$ cat config.mk
export PLATFORM = sky130hd
export DESIGN_NAME = uart_time_rx
export DESIGN_NICKNAME = d
export VERILOG_FILES = /design/src/rtl/uart_time_rx.sv
export SDC_FILE = /design/constraint.sdc
export NUM_CORES = 1
export LEC_CHECK = 0
export BUFFER_PORTS_ARGS = -buffer_cell sky130_fd_sc_hd__buf_4
export CAP_MARGIN = 20
export CORE_MARGIN = 1.5
export CORE_UTILIZATION = 35
export DETAILED_ROUTE_END_ITERATION = 7
export PLACE_DENSITY = 0.48
export SLEW_MARGIN = 20
export SYNTH_ARGS = -nofsm -noshare
export SYNTH_HDL_FRONTEND = slang
export SYNTH_SLANG_ARGS = --single-unit
$ cat constraint.sdc
create_clock -name clk -period 5.74 [get_ports clk]
set_input_delay 0.287 -clock clk [delete_from_list [all_inputs] [get_ports clk]]
set_output_delay 0.287 -clock clk [all_outputs]
set_load 0.01 [all_outputs]
$ cat src/rtl/uart_time_rx.sv
// Serial front end of the digital clock: 8N1 receiver plus "C/A hhmm CR" set-command parser.
// Drives BCD digits with one-cycle load strobes and retriggerable indicator LEDs.
`timescale 1ns/1ps
module uart_time_rx #(
    parameter int unsigned OVERSAMPLE = 8,
    parameter int unsigned LED_HOLD   = 76800
) (
    input  logic       clk,
    input  logic       reset_,
    input  logic       Rx,
    output logic       LD1,
    output logic       LD2,
    output logic       LED1,
    output logic       LED2,
    output logic [3:0] Dig0,
    output logic [3:0] Dig1,
    output logic [3:0] Dig2,
    output logic [3:0] Dig3,
    output logic       frame_err
);

    localparam int unsigned CNT_W = $clog2(OVERSAMPLE);
    localparam int unsigned LED_W = $clog2(LED_HOLD + 1);
    localparam logic [CNT_W-1:0] HALF_M1 = CNT_W'(OVERSAMPLE / 2 - 1);
    localparam logic [CNT_W-1:0] FULL_M1 = CNT_W'(OVERSAMPLE - 1);

    typedef enum logic [2:0] {R_IDLE, R_START, R_DATA, R_STOP, R_BREAK} rx_state_t;
    typedef enum logic [2:0] {P_CMD, P_H1, P_H0, P_M1, P_M0, P_END} p_state_t;

    logic             r_rx_meta, r_rxs;
    rx_state_t        r_rx_state, w_rx_state_nxt;
    logic [CNT_W-1:0] r_cnt, w_cnt_nxt;
    logic [2:0]       r_bit, w_bit_nxt;
    logic [7:0]       r_shift, w_shift_nxt;
    logic             w_byte_valid, w_stop_err;

    p_state_t         r_p_state, w_p_state_nxt;
    logic             r_tgt, w_tgt_nxt;
    logic [3:0]       r_sh3, r_sh2, r_sh1, r_sh0;
    logic [3:0]       w_sh3_nxt, w_sh2_nxt, w_sh1_nxt, w_sh0_nxt;
    logic [3:0]       w_dig3_nxt, w_dig2_nxt, w_dig1_nxt, w_dig0_nxt;
    logic             w_ld1_nxt, w_ld2_nxt, w_ferr_nxt;
    logic             w_is_cmd, w_is_alarm, w_is_digit, w_range_ok;

    logic [LED_W-1:0] r_led1_cnt, r_led2_cnt, w_led1_nxt, w_led2_nxt;

    // Synchronizer and receiver state register
    always_ff @(posedge clk or posedge reset_) begin
        if (reset_) begin
            r_rx_meta  <= 1'b1;
            r_rxs      <= 1'b1;
            r_rx_state <= R_IDLE;
            r_cnt      <= '0;
            r_bit      <= '0;
            r_shift    <= '0;
        end else begin
            r_rx_meta  <= Rx;
            r_rxs      <= r_rx_meta;
            r_rx_state <= w_rx_state_nxt;
            r_cnt      <= w_cnt_nxt;
            r_bit      <= w_bit_nxt;
            r_shift    <= w_shift_nxt;
        end
    end

    // Receiver next state: mid-bit sampling, break wait after a low stop bit
    always_comb begin
        w_rx_state_nxt = r_rx_state;
        w_cnt_nxt      = r_cnt + CNT_W'(1);
        w_bit_nxt      = r_bit;
        w_shift_nxt    = r_shift;
        w_byte_valid   = 1'b0;
        w_stop_err     = 1'b0;
        case (r_rx_state)
            R_IDLE: begin
                w_cnt_nxt = '0;
                if (!r_rxs) w_rx_state_nxt = R_START;
            end
            R_START: begin
                if (r_cnt == HALF_M1) begin
                    w_cnt_nxt      = '0;
                    w_bit_nxt      = '0;
                    w_rx_state_nxt = r_rxs ? R_IDLE : R_DATA;
                end
            end
            R_DATA: begin
                if (r_cnt == FULL_M1) begin
                    w_cnt_nxt   = '0;
                    w_shift_nxt = {r_rxs, r_shift[7:1]};
                    if (r_bit == 3'd7) w_rx_state_nxt = R_STOP;
                    else               w_bit_nxt      = r_bit + 3'd1;
                end
            end
            R_STOP: begin
                if (r_cnt == FULL_M1) begin
                    w_cnt_nxt = '0;
                    if (r_rxs) begin
                        w_byte_valid   = 1'b1;
                        w_rx_state_nxt = R_IDLE;
                    end else begin
                        w_stop_err     = 1'b1;
                        w_rx_state_nxt = R_BREAK;
                    end
                end
            end
            R_BREAK: begin
                w_cnt_nxt = '0;
                if (r_rxs) w_rx_state_nxt = R_IDLE;
            end
            default: w_rx_state_nxt = R_IDLE;
        endcase
    end

    assign w_is_alarm = (r_shift == 8'h41) || (r_shift == 8'h61);
    assign w_is_cmd   = w_is_alarm || (r_shift == 8'h43) || (r_shift == 8'h63);
    assign w_is_digit = (r_shift >= 8'h30) && (r_shift <= 8'h39);
    assign w_range_ok = ((r_sh3 < 4'd2) || ((r_sh3 == 4'd2) && (r_sh2 <= 4'd3))) && (r_sh1 <= 4'd5);

    // Parser, output and LED registers
    always_ff @(posedge clk or posedge reset_) begin
        if (reset_) begin
            r_p_state  <= P_CMD;
            r_tgt      <= 1'b0;
            r_sh3      <= '0;
            r_sh2      <= '0;
            r_sh1      <= '0;
            r_sh0      <= '0;
            Dig3       <= '0;
            Dig2       <= '0;
            Dig1       <= '0;
            Dig0       <= '0;
            LD1        <= 1'b0;
            LD2        <= 1'b0;
            frame_err  <= 1'b0;
            r_led1_cnt <= '0;
            r_led2_cnt <= '0;
            LED1       <= 1'b0;
            LED2       <= 1'b0;
        end else begin
            r_p_state  <= w_p_state_nxt;
            r_tgt      <= w_tgt_nxt;
            r_sh3      <= w_sh3_nxt;
            r_sh2      <= w_sh2_nxt;
            r_sh1      <= w_sh1_nxt;
            r_sh0      <= w_sh0_nxt;
            Dig3       <= w_dig3_nxt;
            Dig2       <= w_dig2_nxt;
            Dig1       <= w_dig1_nxt;
            Dig0       <= w_dig0_nxt;
            LD1        <= w_ld1_nxt;
            LD2        <= w_ld2_nxt;
            frame_err  <= w_ferr_nxt;
            r_led1_cnt <= w_led1_nxt;
            r_led2_cnt <= w_led2_nxt;
            LED1       <= (w_led1_nxt != '0);
            LED2       <= (w_led2_nxt != '0);
        end
    end

    // Parser next state: a command letter restarts from any state
    always_comb begin
        w_p_state_nxt = r_p_state;
        w_tgt_nxt     = r_tgt;
        w_sh3_nxt     = r_sh3;
        w_sh2_nxt     = r_sh2;
        w_sh1_nxt     = r_sh1;
        w_sh0_nxt     = r_sh0;
        w_dig3_nxt    = Dig3;
        w_dig2_nxt    = Dig2;
        w_dig1_nxt    = Dig1;
        w_dig0_nxt    = Dig0;
        w_ld1_nxt     = 1'b0;
        w_ld2_nxt     = 1'b0;
        w_ferr_nxt    = w_stop_err;
        if (w_stop_err) begin
            w_p_state_nxt = P_CMD;
        end else if (w_byte_valid) begin
            if (w_is_cmd) begin
                w_p_state_nxt = P_H1;
                w_tgt_nxt     = w_is_alarm;
            end else begin
                case (r_p_state)
                    P_H1, P_H0, P_M1, P_M0: begin
                        if (w_is_digit) begin
                            case (r_p_state)
                                P_H1:    begin w_sh3_nxt = r_shift[3:0]; w_p_state_nxt = P_H0;  end
                                P_H0:    begin w_sh2_nxt = r_shift[3:0]; w_p_state_nxt = P_M1;  end
                                P_M1:    begin w_sh1_nxt = r_shift[3:0]; w_p_state_nxt = P_M0;  end
                                default: begin w_sh0_nxt = r_shift[3:0]; w_p_state_nxt = P_END; end
                            endcase
                        end else begin
                            w_ferr_nxt    = 1'b1;
                            w_p_state_nxt = P_CMD;
                        end
                    end
                    P_END: begin
                        w_p_state_nxt = P_CMD;
                        if ((r_shift == 8'h0D) && w_range_ok) begin
                            w_dig3_nxt = r_sh3;
                            w_dig2_nxt = r_sh2;
                            w_dig1_nxt = r_sh1;
                            w_dig0_nxt = r_sh0;
                            w_ld1_nxt  = !r_tgt;
                            w_ld2_nxt  = r_tgt;
                        end else begin
                            w_ferr_nxt = 1'b1;
                        end
                    end
                    default: w_p_state_nxt = P_CMD;
                endcase
            end
        end
    end

    // Retriggerable LED hold timers
    always_comb begin
        w_led1_nxt = r_led1_cnt;
        w_led2_nxt = r_led2_cnt;
        if (w_ld1_nxt)               w_led1_nxt = LED_W'(LED_HOLD);
        else if (r_led1_cnt != '0)   w_led1_nxt = r_led1_cnt - LED_W'(1);
        if (w_ld2_nxt)               w_led2_nxt = LED_W'(LED_HOLD);
        else if (r_led2_cnt != '0)   w_led2_nxt = r_led2_cnt - LED_W'(1);
    end

endmodule

==> reports/results.tsv, run 1 <==
metric	value	unit
PortBufs	23	
Yosys cell types	63	
die height	119.9	um
all-layer global routing usage	0.1446	
setup TNS	0	ns
crit path launch	r_cnt[0]	
filler instances	1317	
Post-synth EDFFs	0	
Die Wd	119.9	um
Die ar.	14380	um2
n_diodes	0	
Critical Path AT	3.14	ns
core box area	13300	um2
largest net degree at the start of global routing	87	
Setup crit end kind	flop	
top-level port count	24	
# clock sinks	94	
element type at the critical path start	flop	
RSZ-0062 raised after global routing	false	
Cells after Synth	449	
Non-Filler Instances	649	
Synth Register Bits	94	
worst setup path class	flop to flop	
Yosys Warn Count	0	
Post-DP HPWL	6.514	mm
Synth async-reset ratio	1.000	
final hold vios	0	
most common cell after layout, fill and taps aside	dfrtp_1	
peak fanout along the critical path	15	
dpl ws	2.805	ns
Post-Route Skew	0.006582	ns
Vias per Instance	5.111	
Seq/Total Area, Yosys	0.4923	
PostCTS Resize Cnt	0	
Slew Limit Fails	0	
final setup violation count	0	
vias in the first global route	3335	
CTS buffer count	9	
Cell Area, Synth	4783	um2
CTS Hold Bufs	1	
Initial DRT Pass Iterations	4	
clock slew at reported path FFs	0.06	ns
clock latency on the worst-skew pair	0.35	ns
first-pass GRT wire length	16.46	mm
Peak VDD IR	0.0002550	V
Leak Pwr	2.679	nW
Primary FF master, synth	dfrtp_1	
clock tree buffer depth	2	
MaxCap Viol Count	0	
Antenna Nets Post-Route	0	
Hold Startpoint	Rx	
post-placement cell count	632	
part of the cycle the worst path needs	0.5090	
Initial Util	0.3598	
fin crit period	2.922	ns
outcome	finished clean	
average size of a mapped cell	10.65	um2
Remaining DRCs	0	
WP data required	5.96	ns
Min-Delay Path Class	primary input to flop	
Root Buffer	clkbuf_16	
nets@finish	481	
CTS tree	built	
gp weighted congestion	0.7976	
area delta synth->final	13.89	%
vias	3317	
Slew headroom	0.4354	
Detailed Route WL	9.426	mm
H-tree depth	3	
layout cells sized above 1	0.2030	
most frequent cells in the layout	92 x dfrtp_1, 50 x nor2_1, 34 x mux2_2, 31 x nand2_1, 24 x buf_4	
antenna violations before repair	0	
net count after synthesis	462	
final worst slack	2.818	ns
reg2reg start	r_cnt[0]	
worst hold slack	0.04350	ns
Avg WL per Cell	14.52	um
gr ovfl total	0	
Worst-Margin Slew	0.8406	ns
postcts setup bufs	0	
initial drt markers	123	
Max Freq	342.3	MHz
Cell Pwr Density	268.0	nW/um2
Rows	42	
[final cells by class]
class	count	area (um2)	share of cell area
multi-input cells	323	2291	0.4205
clock inverters	7	100.1	0.01837
flip-flops and latches	94	2355	0.4322
well taps	176	220.2	0.04042
clock buffers	9	225.2	0.04134
inverters	14	55.05	0.01011
repair buffers	26	201.4	0.03698
[power by group]
part / internal [W] / total (W) / switching [W] / leakage (nW)
Clock: 0.000387 / 0.000652 / 0.000265 / 0.161
Combinational: 0.0000418 / 0.0000919 / 0.0000501 / 1.22
Sequential: 0.000686 / 0.000716 / 0.0000306 / 1.30
[worst max-delay path: stages (launching register included)]
cell and delay (ns):
dfrtp_1 0.35, ha_1 0.20, ha_1 0.28, and4b_1 0.36
o2111ai_1 0.24, nor4_4 0.68, o2111ai_1 0.20, or4_1 0.48
[cell usage after synthesis, drive strengths merged, types with 2 or more instances]
cell | number | area share
inv | 14 | 0.011
a21oi | 14 | 0.015
clkbuf | 13 | 0.010
or3b | 4 | 0.0073
nor4b | 5 | 0.0092
xnor2 | 11 | 0.020
o21ai | 14 | 0.015
a211oi | 2 | 0.0031
nor4 | 15 | 0.027
o2111ai | 2 | 0.0037
a21o | 2 | 0.0031
xor2 | 6 | 0.011
nor2b | 7 | 0.0092
mux2i | 3 | 0.0063
or3 | 4 | 0.0052
nor3b | 8 | 0.015
nand2b | 8 | 0.010
a2111oi | 2 | 0.0076
o21a | 2 | 0.0031
nor2 | 50 | 0.039
a31oi | 2 | 0.0026
buf | 5 | 0.0076
nand4 | 6 | 0.0078
o41ai | 2 | 0.0037
o31ai | 4 | 0.0092
and4 | 2 | 0.0037
nor3 | 17 | 0.018
a211o | 2 | 0.0037
and2 | 3 | 0.0039
and4b | 2 | 0.0042
dfrtp | 92 | 0.48
dfstp | 2 | 0.011
or2 | 4 | 0.0052
ha | 10 | 0.026
or4 | 9 | 0.017
and3 | 6 | 0.0078
mux2 | 38 | 0.089
nand2 | 31 | 0.024
nand3 | 13 | 0.015
[registers in the layout, summed over array words and instances (netlist names), 4 cells and up]
register,cells
Dig1,4
r_led2_cnt,17
r_sh0,4
r_sh2,4
Dig2,4
Dig3,4
r_led1_cnt,17
r_shift,8
r_sh3,4
r_sh1,4
Dig0,4
[worst paths after layout]
path	slack [ns]	endpoint	cells after the start
setup / recovery	2.82	LED2	7
hold / removal	0.04	r_rx_meta	1
setup reg to reg	2.82	LED2	7
hold reg to reg	0.35	r_rxs	0
max in group asynchronous	4.38	r_cnt[0]	4
min in group asynchronous	0.37	r_led2_cnt[4]	3
[layer usage]
layer | up-vias | GRT usage | wire, um
met5 | - | 0 | 0
met3 | 12 | 0.04420 | 265
met2 | 24 | 0.2229 | 4323
met4 | 0 | 0.04241 | 118
met1 | 1632 | 0.1963 | 4719
li1 | 1649 | - | -
[logic make-up after synthesis]
kind of cell	count (synthesis)	share of synthesized area
buffers and inverters	32	0.02877
DFF	94	0.4923
and+or+nand+nor	200	0.2409
muxes	42	0.1004
xor gates and xnor gates	17	0.03113
adders and majority gates	10	0.02616
AOI/OAI and AO/OA	54	0.08031
[metrics by stage]
stage,power [W],utilization,instance area (um2)
after floorplan,0.0007980,-,4783
after global placement,0.0008196,0.3842,5109
after detailed placement,0.0008219,0.3845,5112
after CTS,0.001488,0.4098,5448
after global routing,0.001531,0.4098,5448
final,0.001460,0.4098,5448
No activity file was read; power rests on OpenSTA's default activity.
==> inputs of run 2 (changes only) <==
clock period = 2.8 ns   (was 5.74 ns; I/O delays follow)
==> reports/results.tsv, run 2 (synthesis results as in run 1) <==
metric	value	unit
Sw Pwr	0.0007493	W
Slew Limit Fails	0	
Initial Util	0.3598	
core box area	13300	um2
nets@finish	505	
Vias per Instance	5.116	
initial drt markers	149	
fin crit period	2.629	ns
placed inst area	5281	um2
worst hold slack	0.3605	ns
final worst slack	0.1706	ns
CTS tree	built	
largest registers	r_led1_cnt (17), r_led2_cnt (17), r_shift (8)	
worst path cell trace	or4_4, or4_4, a2111oi_4, o2111ai_1, or4_1	
most frequent cell on the critical path	or4_4	
clock slew at reported path FFs	0.07	ns
CP delay by family, top	simple AND/OR/NAND/NOR gates	
final setup violation count	0	
Remaining DRCs	0	
MaxCap Viol Count	0	
clock tree buffer depth	2	
hold depth	0	
CTS buffer count	9	
peak fanout along the critical path	8	
reg2reg path depth	5	
Critical-path top delay cell	or4_4	
Setup crit end kind	flop	
most common cell after layout, fill and taps aside	dfrtp_1	
Avg WL per Cell	14.79	um
final hold vios	0	
Max Freq	380.3	MHz
final instance area	5593	um2
first-pass GRT wire length	17.51	mm
# clock sinks	94	
vias in the first global route	3512	
CP Depth	5	
Peak VDD IR	0.0002776	V
RSZ-0062 raised after global routing	false	
Critical Path AT	2.85	ns
Post-DP HPWL	7.047	mm
Root Buffer	clkbuf_16	
Min-Delay Path Class	flop to flop	
largest net degree at the start of global routing	80	
n_diodes	0	
dpl ws	0.2120	ns
gp weighted congestion	0.8107	
WP data required	3.02	ns
clock latency on the worst-skew pair	0.35	ns
die height	119.9	um
Antenna Nets Post-Route	0	
combinational cell fraction of total power	0.084	
Leak Pwr	2.779	nW
Cell Pwr Density	515.9	nW/um2
antenna violations before repair	0	
CP Buf/Inv Count	0	
all-layer global routing usage	0.1534	
Die ar.	14380	um2
area delta synth->final	16.92	%
Clock power frac	0.418	
Post-Route Skew	0.004486	ns
CP max stage delay	0.57	ns
layout cells sized above 1	0.2394	
most frequent cells in the layout	92 x dfrtp_1, 50 x nor2_1, 48 x buf_4, 34 x mux2_2, 31 x nand2_1	
outcome	finished clean	
worst setup path class	flop to flop	
Initial DRT Pass Iterations	4	
Detailed Route WL	9.955	mm
Pint	0.002136	W
setup TNS	0	ns
Slew headroom	0.5207	
part of the cycle the worst path needs	0.9391	
PortBufs	23	
vias	3443	
H-tree depth	3	
Sw Ratio	0.2597	
gr ovfl total	0	
top-level port count	24	
element type at the critical path start	flop	
PostCTS Resize Cnt	0	
Worst-Margin Slew	0.7190	ns
Die Wd	119.9	um
Rows	42	
Flop pwr share	0.498	
==> run 2: cell count changes in the layout (fill, tap and decap cells not counted) <==
cell | previous run | this run
inv_6 | 4 | 2
buf_6 | 1 | 0
inv_8 | 0 | 3
bufinv_16 | 2 | 0
clkinvlp_4 | 0 | 1
inv_4 | 1 | 0
clkinv_4 | 0 | 1
dlygate4sd3_1 | 1 | 2
buf_4 | 24 | 48
==> run 2: final timing paths <==
check,startpoint,endpoint,slack [ns]
setup / recovery,r_led2_cnt[2],LED2,0.17
hold / removal,r_rx_meta,r_rxs,0.36
setup reg to reg,r_led2_cnt[2],LED2,0.17
hold reg to reg,r_rx_meta,r_rxs,0.36
max in group asynchronous,reset_,r_sh3[1],1.68
min in group asynchronous,reset_,r_led2_cnt[16],0.48
==> run 2: power by group through the flow <==
stage | logic, W | registers [W] | clock network (W)
2_1_floorplan | 0.000184 | 0.00145 | 0
3_5_place_dp | 0.000246 | 0.00146 | 0
3_3_place_gp | 0.000241 | 0.00147 | 0
5_1_grt | 0.000279 | 0.00145 | 0.00130
4_1_cts | 0.000248 | 0.00144 | 0.00125
6_report | 0.000243 | 0.00144 | 0.00120
==> run 2: metrics by stage <==
stage          cells    util  power, W
2_1_floorplan    449       -  0.001636
4_1_cts          672  0.4197  0.002935
3_5_place_dp     655  0.3972  0.001709
3_3_place_gp     655  0.3972  0.001709
6_report         673  0.4207  0.002885
5_1_grt          673  0.4207  0.003025
==> run 2: area by class of cell <==
type | instances | area [um2]
Fill cell | 1270 | 7702
Sequential cell | 94 | 2355
Multi-Input combinational cell | 323 | 2291
Timing Repair Buffer | 50 | 380.4
Clock buffer | 9 | 225.2
Tap cell | 176 | 220.2
Clock inverter | 7 | 63.81
Inverter | 14 | 57.56
==> run 2: timing repair <==
item                      in CTS  in global routing
setup buffers                  0                  0
hold endpoints to repair       1                 16
hold buffers                   1                  1
==> run 2: routing by layer <==
metal,GRT usage,up-vias,share of wire
li1,-,1706,-
met1,0.2129,1677,0.50
met5,0,-,0
met2,0.2318,46,0.46
met4,0.06845,0,0.020
met3,0.03042,14,0.027
==> inputs of run 3 (changes only) <==
SETUP_SLACK_MARGIN = 0.3   (was default)
==> reports/results.tsv, run 3 (synthesis results as in run 1) <==
metric	value	unit
outcome	finished clean	
placed inst area	5334	um2
largest registers	r_led1_cnt (17), r_led2_cnt (17), r_shift (8)	
die height	119.9	um
initial drt markers	185	
met2 usage	0.2404	
RSZ-0062 raised after global routing	true	
Cell Pwr Density	523.0	nW/um2
Hold EP	r_rxs	
register area	2359	um2
final instance area	5918	um2
Root Buffer	clkbuf_16	
top-level port count	24	
combinational cell fraction of total power	0.084	
Hold Startpoint	r_rx_meta	
reg-to-reg endpoint	LED2	
part of the cycle the worst path needs	0.8793	
Min-Delay Path Class	flop to flop	
antenna violations before repair	0	
post-placement cell count	658	
reg2reg path depth	5	
# clock sinks	94	
Flop pwr share	0.468	
Remaining DRCs	0	
Clock power frac	0.448	
Detailed Route WL	10.22	mm
clock slew at reported path FFs	0.07	ns
Post-DP HPWL	7.121	mm
Critical-path top delay cell	or4_4	
peak fanout along the critical path	3	
most frequent cells in the layout	89 x dfrtp_1, 59 x buf_4, 49 x nor2_1, 34 x mux2_2, 29 x nand2_1	
grt met1 use	0.2041	
Worst-Margin Slew	0.6753	ns
Die Wd	119.9	um
vias in the first global route	3577	
worst setup path class	flop to flop	
CTS buffer count	9	
layout cells sized above 1	0.3098	
nets@finish	518	
Avg WL per Cell	14.90	um
Sw Pwr	0.0007657	W
CP max stage delay	0.55	ns
H-tree depth	3	
final setup violation count	0	
hold depth	0	
Vias per Instance	5.120	
most common cell after layout, fill and taps aside	dfrtp_1	
WP data required	3.02	ns
CTS tree	built	
Slew headroom	0.5481	
multi-input logic area	2455	um2
reg-to-reg slack, setup	0.34	ns
Post-Route Skew	0.008001	ns
Critical Path AT	2.68	ns
Rows	42	
fin crit period	2.462	ns
area delta synth->final	23.72	%
Initial DRT Pass Iterations	4	
setup TNS	0	ns
core box area	13300	um2
most frequent cell on the critical path	or4_4	
Die ar.	14380	um2
Initial Util	0.3598	
element type at the critical path start	flop	
Pint	0.002329	W
filler instances	1253	
PortBufs	23	
Leak Pwr	2.888	nW
largest net degree at the start of global routing	40	
clock tree buffer depth	2	
gr ovfl total	0	
clock latency on the worst-skew pair	0.35	ns
gp weighted congestion	0.8095	
worst path cell trace	or4_4, or4_4, a2111oi_4, o2111ai_1, or4_1	
Non-Filler Instances	686	
first-pass GRT wire length	17.28	mm
Slew Limit Fails	0	
final hold vios	0	
reg2reg start	r_led2_cnt[2]	
Peak VDD IR	0.0002768	V
all-layer global routing usage	0.1515	
Antenna Nets Post-Route	0	
MaxCap Viol Count	0	
Layout Utilization	0.4451	
n_diodes	0	
Setup crit end kind	flop	
Sw Ratio	0.2474	
M3 GR Usage	0.02662	
vias	3512	
Most Crowded Layer GR	met2	
Max Freq	406.2	MHz
==> run 3: worst max-delay path by stage <==
stage,startpoint,endpoint,slack [ns],depth (start not counted)
floorplan,r_cnt[0],r_sh2[1],0.28,9
global placement,r_shift[7],LED2,0.21,6
detailed placement,r_cnt[0],r_sh2[1],0.18,8
CTS,r_cnt[0],LED2,0.31,8
global route,r_led1_cnt[3],LED1,0.24,6
finish,r_led2_cnt[2],LED2,0.34,5
==> run 3: power groups by stage <==
stage | logic, W | clock network (W) | registers (W)
3_5_place_dp | 0.000249 | 0 | 0.00147
2_1_floorplan | 0.000187 | 0 | 0.00145
5_1_grt | 0.000303 | 0.00148 | 0.00145
6_report | 0.000260 | 0.00139 | 0.00145
4_1_cts | 0.000255 | 0.00143 | 0.00144
3_3_place_gp | 0.000244 | 0 | 0.00147
==> run 3: cell type report <==
| class | instances | share of cell area |
|---|---|---|
| multi-input cells | 323 | 0.4148 |
| repair buffers | 63 | 0.08351 |
| flip-flops and latches | 94 | 0.3985 |
| inverters | 14 | 0.009514 |
| clock inverters | 7 | 0.01839 |
| clock buffers | 9 | 0.03805 |
| well taps | 176 | 0.03721 |
==> run 3: layer usage <==
layer	vias to the layer above	wire length (um)
li1	1729	-
met1	1730	4977
met2	36	4747
met3	17	276
met4	0	218
met5	-	0
==> run 3: repair_timing <==
action                                  4_1_cts  5_1_grt
pin swaps                                    11       11
endpoints found under the hold margin        17        0
endpoints found under the setup margin       10       18
hold buffers                                  2        0
setup buffers                                 6        4
gates resized for setup                      13       18
==> run 3: worst max-delay path, delay by kind of cell, from the launching register on <==
kind	cells	cell delay, ns
and+or+nand+nor	3	1.41
AOI/OAI and AO/OA	2	0.53
DFF	1	0.40
==> run 3: per-stage QoR <==
stage / total power [W] / setup slack, ns / hold slack, ns
after floorplan: 0.001639 / 0.2850 / 0.1445
after global placement: 0.001712 / 0.2077 / 0.1954
after detailed placement: 0.001715 / 0.1797 / 0.1949
final: 0.003095 / 0.3380 / 0.3569
after CTS: 0.003122 / 0.3088 / 0.3573
after global routing: 0.003242 / 0.2371 / 0.3639
